[src/rtl/sat_counter.sv]
// Saturating up-counter: holds at all-ones once reached.
module sat_counter #(
  parameter int unsigned W = 8
) (
  input  logic         C,
  input  logic         nR,
  input  logic         inc,
  output logic [W-1:0] cnt
);

  logic [W-1:0] cnt_q;

  // Increment on request unless already saturated.
  always_ff @(posedge C or negedge nR) begin
    if (!nR) begin
      cnt_q <= '0;
    end else if (inc && (cnt_q != '1)) begin
      cnt_q <= cnt_q + W'(1);
    end
  end

  assign cnt = cnt_q;

endmodule

[config.mk]
export PLATFORM = sky130hd
export DESIGN_NAME = sat_counter
export DESIGN_NICKNAME = d
export VERILOG_FILES = /design/src/rtl/sat_counter.sv
export SDC_FILE = /design/constraint.sdc
export NUM_CORES = 1
export LEC_CHECK = 0
export ABC_AREA = 1
export BUFFER_PORTS_ARGS = -buffer_cell sky130_fd_sc_hd__buf_2
export CAP_MARGIN = 30
export CORE_AREA = 3 3 40 42
export CTS_CLUSTER_DIAMETER = 200
export CTS_CLUSTER_SIZE = 14
export DETAILED_ROUTE_END_ITERATION = 8
export DIE_AREA = 0 0 43 45
export PLACE_DENSITY_LB_ADDON = 0.25
export SYNTH_ARGS = -nofsm -noshare
export SYNTH_HDL_FRONTEND = slang
export SYNTH_SLANG_ARGS = --single-unit
[constraint.sdc]
create_clock -name C -period 1.4 [get_ports C]
set_input_delay 0.28 -clock C [delete_from_list [all_inputs] [get_ports C]]
set_output_delay 0.28 -clock C [all_outputs]
set_load 0.005 [all_outputs]
**Yosys cells after proc, flatten, opt, wreduce, memory -nomap -nowiden**

Cells that the tools add are included.

- Register bits: 8
- Input bits: 3
- Memories kept: 0
- ROM bits: 0
- RAM bits: 0
- Output and inout port bits: 8
- Latch bits: 0

- Multiply operators: 0
- Bitwise gates (word level): 0
- Order comparisons: 0
- Add/subtract/negate cells: 1
- Shift-type cells: 0
- Muxes and demuxes: 0
- Reduce and logical (&&, ||, !) cells: 1
- Div/mod/pow operators: 0
- Eq/ne operators: 1

Operator list:

| operator | count |
|---|---|
| $add A8 B1 Y8 const B | 1 |
| $ne A8 B8 Y1 const B | 1 |
| $logic_and A1 B1 Y1 | 1 |

**Logic depth before layout (Yosys ltp)**

Gate-level depths: netlist of run 1.

- Depth after elaboration: 2
- Gate-level depth with buffers: 8

**Worst setup path before layout of run 1**

Ideal clock, no wire load.

- Path type: register -> register
- Start point: register cnt_q[0], in the netlist cnt[0]
- End point: register cnt_q[4], in the netlist cnt[4]
- Setup time: 116 ps
- Clock period less this slack: 1,248 ps
- Setup slack: 152 ps
- Cell stages (with the launch flop): 9
- Arrival time: 1,131 ps
- Required time: 1,284 ps
- Cells stage by stage: dfrtp_1 ha_1 inv_1 nor2_4 nand2_4 nand2_8 inv_4 nand2_1 nand2_1

- Cells in the longest elaborated chain, start to end: 2
- Elaborated cells between the ends (all ways): 3

RTL lines:

| element | RTL line | text |
|---|---|---|
| start, declared | 11 | `logic [W-1:0] cnt_q;` |
| start signal, assigned | 18 | `cnt_q <= cnt_q + W'(1);` |
| parallel branches: the longest is 2 deep, another holds $add A8 B1 Y8 | n/a |  |

Parallel ways; which one is timed is not known.
A chain may end at the register's enable or synchronous reset.

**Worst setup path in the final report of run 1**

- Start point: register cnt_q[1], in the netlist cnt[1]
- End point: register cnt_q[4], in the netlist cnt[4]

The elaborated chain is that of the path after synthesis.

==> qor.csv, run 1 <==
stage;metric;value;unit
floorplanning;start_util;0.376;
cts;htree_num_levels;1;
sta;finalCritPeriodShare;0.894;
cts;clk_pin_slew;0.06;ns
critical_path;cp_num_cells;8;
global_route;grt_overflow_total;0;
global_route;grt_max_degree;9;
placed_design;gp_congestion;0.754;
final_layout;largest_reg_flops;8;
synth;synth_compound_area_frac;0.0207;
sta;setup_tns;0;ns
critical_path;crit_required;1.55;ns
floorplanning;dieArea;0.00194;mm^2
critical_path;startpoint;cnt[1];
synth;syn_area;483;um^2
routing;drcViolationCount;0;
pwr;fin_total_pwr;0.871;mW
critical_path;rrSetupSlack;0.15;ns
critical_path;crit_arrival;1.40;ns
critical_path;timing.rr.start;cnt[1];
final_layout;fillerInstances;141;
pwr;power.density;1470;mW/mm^2
floorplanning;core_area;0.00128;mm^2
routing;first_pass_iters;2;
final_layout;utilization;0.463;
synth;syn_inst;63;
sta;relSlewSlack;0.850;
floorplanning;io_pins;11;
status;status;complete, no violations;
floorplanning;die_x;43;um
routing;vias_per_cell;4.58;
sta;skew;0.000178;ns
synth;muxShareOfSynthArea;0;
global_route;track_usage;0.115;
cts;ctsLongestPathBuffers;2;
sta;slew_viol_final;0;
synth;yosysUniqueCellTypes;18;
critical_path;crit_path_end_kind;flop;
critical_path;critPathLaunchType;flop;
sta;min_period;1.25;ns
final_layout;fin_cells;93;
sta;hold_viol;0;
critical_path;slowest_stage;dfrtp_1;
final_layout;area_growth;23.1;%
critical_path;path_class;flop to flop;
sta;rsz0062_at_grt;false;
critical_path;worstSetupEndpoint;cnt[4];
pwr;peakVddDrop;0.633;mV
synth;yosys_warnings;0;
routing;drt_iter0_drc;5;
synth;syn_area_per_cell;7.67;um^2
critical_path;worst-path-buf-inv;2;
routing;dr_total_vias;426;
cts;cts.sinks;8;
final_layout;final_nets;84;
critical_path;crit_path_frequent_cell;nand2_1;
placed_design;place_inst;89;
cts;cts_root_buf;clkbuf_4;
synth;synth_fp_nets;67;
cts;cts_inserted_buffers;3;
critical_path;rr_endpoint;cnt[4];
final_layout;diodes;0;
critical_path;critPathTopFamily;simple AND/OR/NAND/NOR gates;
placed_design;portBuffers;10;
routing;totalWireLength;948;um
placed_design;dp_hpwl;736;um
flow_run;cap_viol_max_count;0;
critical_path;ff2ff_path_depth;8;
floorplanning;row_count;13;
global_route;antenna_found_initial;0;
synth;synth_xor_area_frac;0.0363;
global_route;grt_pass1_vias;376;
critical_path;crit_chain;ha_2, inv_1, nor2_4, nand2_4, nand2_8, inv_4, nand2_1, nand2_1;
synth;synthSimpleGateAreaFrac;0.451;
synth;synthAdderAreaFrac;0.0259;
sta;clock.fmax;0.799;GHz
sta;setup_violations;0;
critical_path;cp_max_fo;7;
synth;seq_area_frac_synth;0.415;
routing;drt.antenna.violating_nets;0;
critical_path;slowest_delay;0.38;ns
cts;clock_latency;0.26;ns
synth;synth_top_family_by_area;simple AND/OR/NAND/NOR gates;
global_route;grt_pass1_wl;1630;um
pwr;leakage;0.306;nW
routing;wl_per_cell;10.2;um
floorplanning;die_h;45;um
cts;cts_tree;yes;
final_layout;drive_above_1_share;0.282;
hold_path;hold_path.class;input port to flop;
sta;worst_pin_slew;0.225;ns
synth;ys_seq_elements;8;
cell usage after synthesis, drive strengths merged:
cell   count  area [um^2]
inv        6         25.0
dfrtp      8          200
o21ai      1         5.00
nand3      3         15.0
nor3b      1         7.51
nor3       1         5.00
nor2       9         51.3
nand2     30          139
ha         1         12.5
a21oi      1         5.00
xnor2      1         8.76
xor2       1         8.76
metrics by stage:
| stage | worst slack (ns) | hold WS (ns) | instance area, um^2 |
|---|---|---|---|
| 6_report | 0.148 | 0.391 | 594 |
| 5_1_grt | 0.0209 | 0.410 | 594 |
| 4_1_cts | 0.115 | 0.389 | 592 |
| 3_5_place_dp | 0.127 | 0.138 | 559 |
| 3_3_place_gp | 0.188 | 0.139 | 559 |
| 2_1_floorplan | 0.152 | -0.0156 | 483 |
what timing repair did:
item / CTS / global route
setup endpoints to repair: 0 / 2
setup buffers: 0 / 0
gates resized for setup: 0 / 1
hold buffers: 1 / 0
hold endpoints to repair: 8 / 0
worst min-delay path, cell delays in order:
cell	delay, ns
buf_2	0.14
nand2_8	0.10
o21ai_0	0.08
cells in the final DEF, fill, tap and decap left out, types with 2 or more instances in the layout:
cell type / n
nand3_1: 3
nor2_1: 6
dfrtp_1: 8
clkbuf_4: 3
buf_2: 10
inv_1: 5
nor2_4: 2
nand2_1: 27
where the power goes:
group	leakage [nW]	internal, mW	switching (mW)
registers	0.0980	0.299	0.0938
logic	0.194	0.136	0.157
clock network	0.0138	0.0986	0.0863
worst min path at each step:
stage | end | slack [ns] | cells past startpoint | start
finish | cnt[2] | 0.39 | 3 | inc
global route | cnt[2] | 0.41 | 3 | inc
CTS | cnt[2] | 0.39 | 3 | inc
detailed placement | cnt[6] | 0.14 | 1 | nR
global placement | cnt[6] | 0.14 | 1 | nR
floorplan | cnt[0] | -0.02 | 0 | nR
area by class of cell:
class	instances	area, um^2	area share
inverter	6	25.0	0.0421
sequential	8	200	0.337
clock buffer	3	22.5	0.0379
timing repair buffer	12	67.6	0.114
multi-input combinational	49	260	0.438
tap	15	18.8	0.0316
kinds of logic (layout without fill, tap and decap cells):
logic type                 count (synthesis)  in the layout
AOI/OAI and AO/OA                          2              2
xor gates and xnor gates                   2              2
adders and majority gates                  1              1
buffers and inverters                      6             21
DFF                                        8              8
and+or+nand+nor                           44             44
metal layers:
metal / share of wire / routed length (um) / up-vias / global-route usage
li1: - / - / 225 / -
met1: 0.51 / 480 / 189 / 0.160
met2: 0.42 / 402 / 10 / 0.162
met3: 0.051 / 48 / 2 / 0.0239
met4: 0.018 / 17 / 0 / 0.0723
met5: 0 / 0 / - / 0
No activity file was read; power rests on OpenSTA's default activity.
==> run 2: changes to the inputs <==
- CORE_AREA: 3 3 40 42 -> 2 2 39 41
- DIE_AREA: 0 0 43 45 -> 0 0 41 43
==> qor.csv, run 2 (synthesis gave the netlist of run 1 again) <==
stage;metric;value;unit;change
floorplanning;start_util;0.349;;-0.0268
sta;slew_viol_final;0;;unchanged
critical_path;crit_path_end_kind;flop;;
pwr;peakVddDrop;0.590;mV;-6.9%
sta;min_period;1.26;ns;+0.0102 ns
sta;skew;0.00787;ns;+0.00769 ns
final_layout;drive_above_1_share;0.282;;unchanged
cts;cts_tree;yes;;
sta;setup_violations;0;;unchanged
final_layout;final_nets;84;;unchanged
routing;wl_per_cell;10.5;um;+2.6%
routing;drt_iter0_drc;4;;-1
floorplanning;dieArea;0.00176;mm^2;-8.9%
floorplanning;io_pins;11;;unchanged
final_layout;mostFrequentLayoutCells;nand2_1 (27), buf_2 (10), dfrtp_1 (8);;
floorplanning;core_area;0.00138;mm^2;+7.7%
pwr;switching_power;0.334;mW;-1.1%
routing;vias_per_cell;4.62;;+0.79%
critical_path;path_class;flop to flop;;
placed_design;dp_hpwl;732;um;-0.49%
floorplanning;die_h;43;um;-4.4%
critical_path;crit_chain;ha_2, inv_1, nor2_4, nand2_4, nand2_8, inv_4, nand2_1, nand2_1;;
routing;totalWireLength;983;um;+3.7%
sta;setup_tns;0;ns;unchanged
cts;cts_setup_buffers;0;;unchanged
routing;first_pass_iters;4;;+2
critical_path;critPathLaunchType;flop;;
global_route;antenna_found_initial;0;;unchanged
final_layout;fin_cells;94;;+1.1%
pwr;pwr-share-comb;0.331;;-0.006
routing;dr_total_vias;434;;+1.9%
final_layout;largest_reg_flops;8;;unchanged
cts;clk_pin_slew;0.06;ns;about the same
global_route;grt_max_degree;9;;unchanged
pwr;internal_power;0.533;mW;-0.13%
final_layout;final_common_cell;nand2_1;;
sta;finalCritPeriodShare;0.901;;+0.00726
sta;hold_viol;0;;unchanged
floorplanning;die_x;41;um;-4.7%
placed_design;place_inst;90;;+1.1%
cts;clock_latency;0.26;ns;about the same
critical_path;cp_max_fo;7;;unchanged
pwr;pwr-share-clk;0.209;;-0.003
pwr;power.share.sequential;0.460;;+0.009
cts;cts_inserted_buffers;3;;unchanged
flow_run;cap_viol_max_count;0;;unchanged
pwr;power.density;1450;mW/mm^2;-0.70%
status;status;complete, no violations;;
cts;htree_num_levels;1;;unchanged
critical_path;crit_path_frequent_cell;nand2_1;;
final_layout;diodes;0;;unchanged
hold_path;hold_path.class;input port to flop;;
pwr;sw_frac_of_total;0.385;;-0.00220
critical_path;slowest_delay;0.39;ns;about the same
sta;relSlewSlack;0.846;;-0.00456
critical_path;slowest_stage;dfrtp_1;;
floorplanning;row_count;14;;+1
pwr;leakage;0.306;nW;unchanged
pwr;fin_total_pwr;0.866;mW;-0.49%
routing;drcViolationCount;0;;unchanged
final_layout;area_growth;23.3;%;
placed_design;gp_congestion;0.769;;+2.1%
critical_path;crit_required;1.55;ns;about the same
global_route;grt_pass1_wl;1570;um;-3.4%
placed_design;portBuffers;10;;unchanged
routing;drt.antenna.violating_nets;0;;unchanged
sta;clock.fmax;0.793;GHz;-0.81%
global_route;grt_pass1_vias;355;;-5.6%
cts;cts_root_buf;clkbuf_4;;
sta;timing.hold.ws;0.372;ns;-0.0187 ns
cts;ctsLongestPathBuffers;2;;unchanged
sta;worst_pin_slew;0.232;ns;+0.00684 ns
global_route;grt_overflow_total;0;;unchanged
global_route;track_usage;0.137;;+0.0225
critical_path;crit_arrival;1.41;ns;about the same
sta;rsz0062_at_grt;false;;
cts;cts.sinks;8;;unchanged
## run 2: cell counts in the layout (fill, tap and decap cells not counted)
No cell type changed its count.
## run 2: what timing repair did
action	CTS	global route
hold buffers	1	0
endpoints found under the setup margin	0	1
hold endpoints to repair	8	0
resized for setup	0	1
## run 2: power groups by stage
stage	Combinational (mW)	Clock, mW	Sequential, mW
floorplan	0.169	0	0.394
global placement	0.288	0	0.396
detailed placement	0.288	0	0.401
CTS	0.291	0.192	0.397
global route	0.330	0.203	0.414
finish	0.287	0.181	0.399
## run 2: area by class of cell
class	instances	area, um^2
multi-input combinational	49	260
inverter	6	25.0
tap	16	20.0
clock buffer	3	22.5
fill	152	788
sequential	8	200
timing repair buffer	12	67.6
## run 2: routing by layer
layer / wire length (um) / GRT usage
met1: 471 / 0.174
met2: 426 / 0.194
met3: 53 / 0.0314
met4: 31 / 0.100
met5: 0 / 0
## run 2: worst paths after layout
path                         from  endpoint  slack [ns]  cells past startpoint
setup reg to reg           cnt[1]    cnt[5]        0.14                      8
max in group asynchronous      nR    cnt[3]        0.83                      2
setup / recovery           cnt[1]    cnt[5]        0.14                      8
hold reg to reg            cnt[1]    cnt[1]        0.54                      2
min in group asynchronous      nR    cnt[7]        0.39                      2
hold / removal                inc    cnt[2]        0.37                      3
## run 2: per-stage QoR
| step | area (um^2) | worst slack [ns] | util |
|---|---|---|---|
| 2_1_floorplan | 483 | 0.152 | - |
| 3_3_place_gp | 561 | 0.175 | 0.405 |
| 3_5_place_dp | 561 | 0.121 | 0.405 |
| 4_1_cts | 593 | 0.101 | 0.429 |
| 5_1_grt | 596 | 0.00662 | 0.430 |
| 6_report | 596 | 0.138 | 0.430 |
## run 2: critical path, delay by kind of cell (launching register included)
kind          cells  cell delay [ns]
simple gates      5             0.42
fa+ha+maj         1             0.22
buf+inv           2             0.11
flops             1             0.39
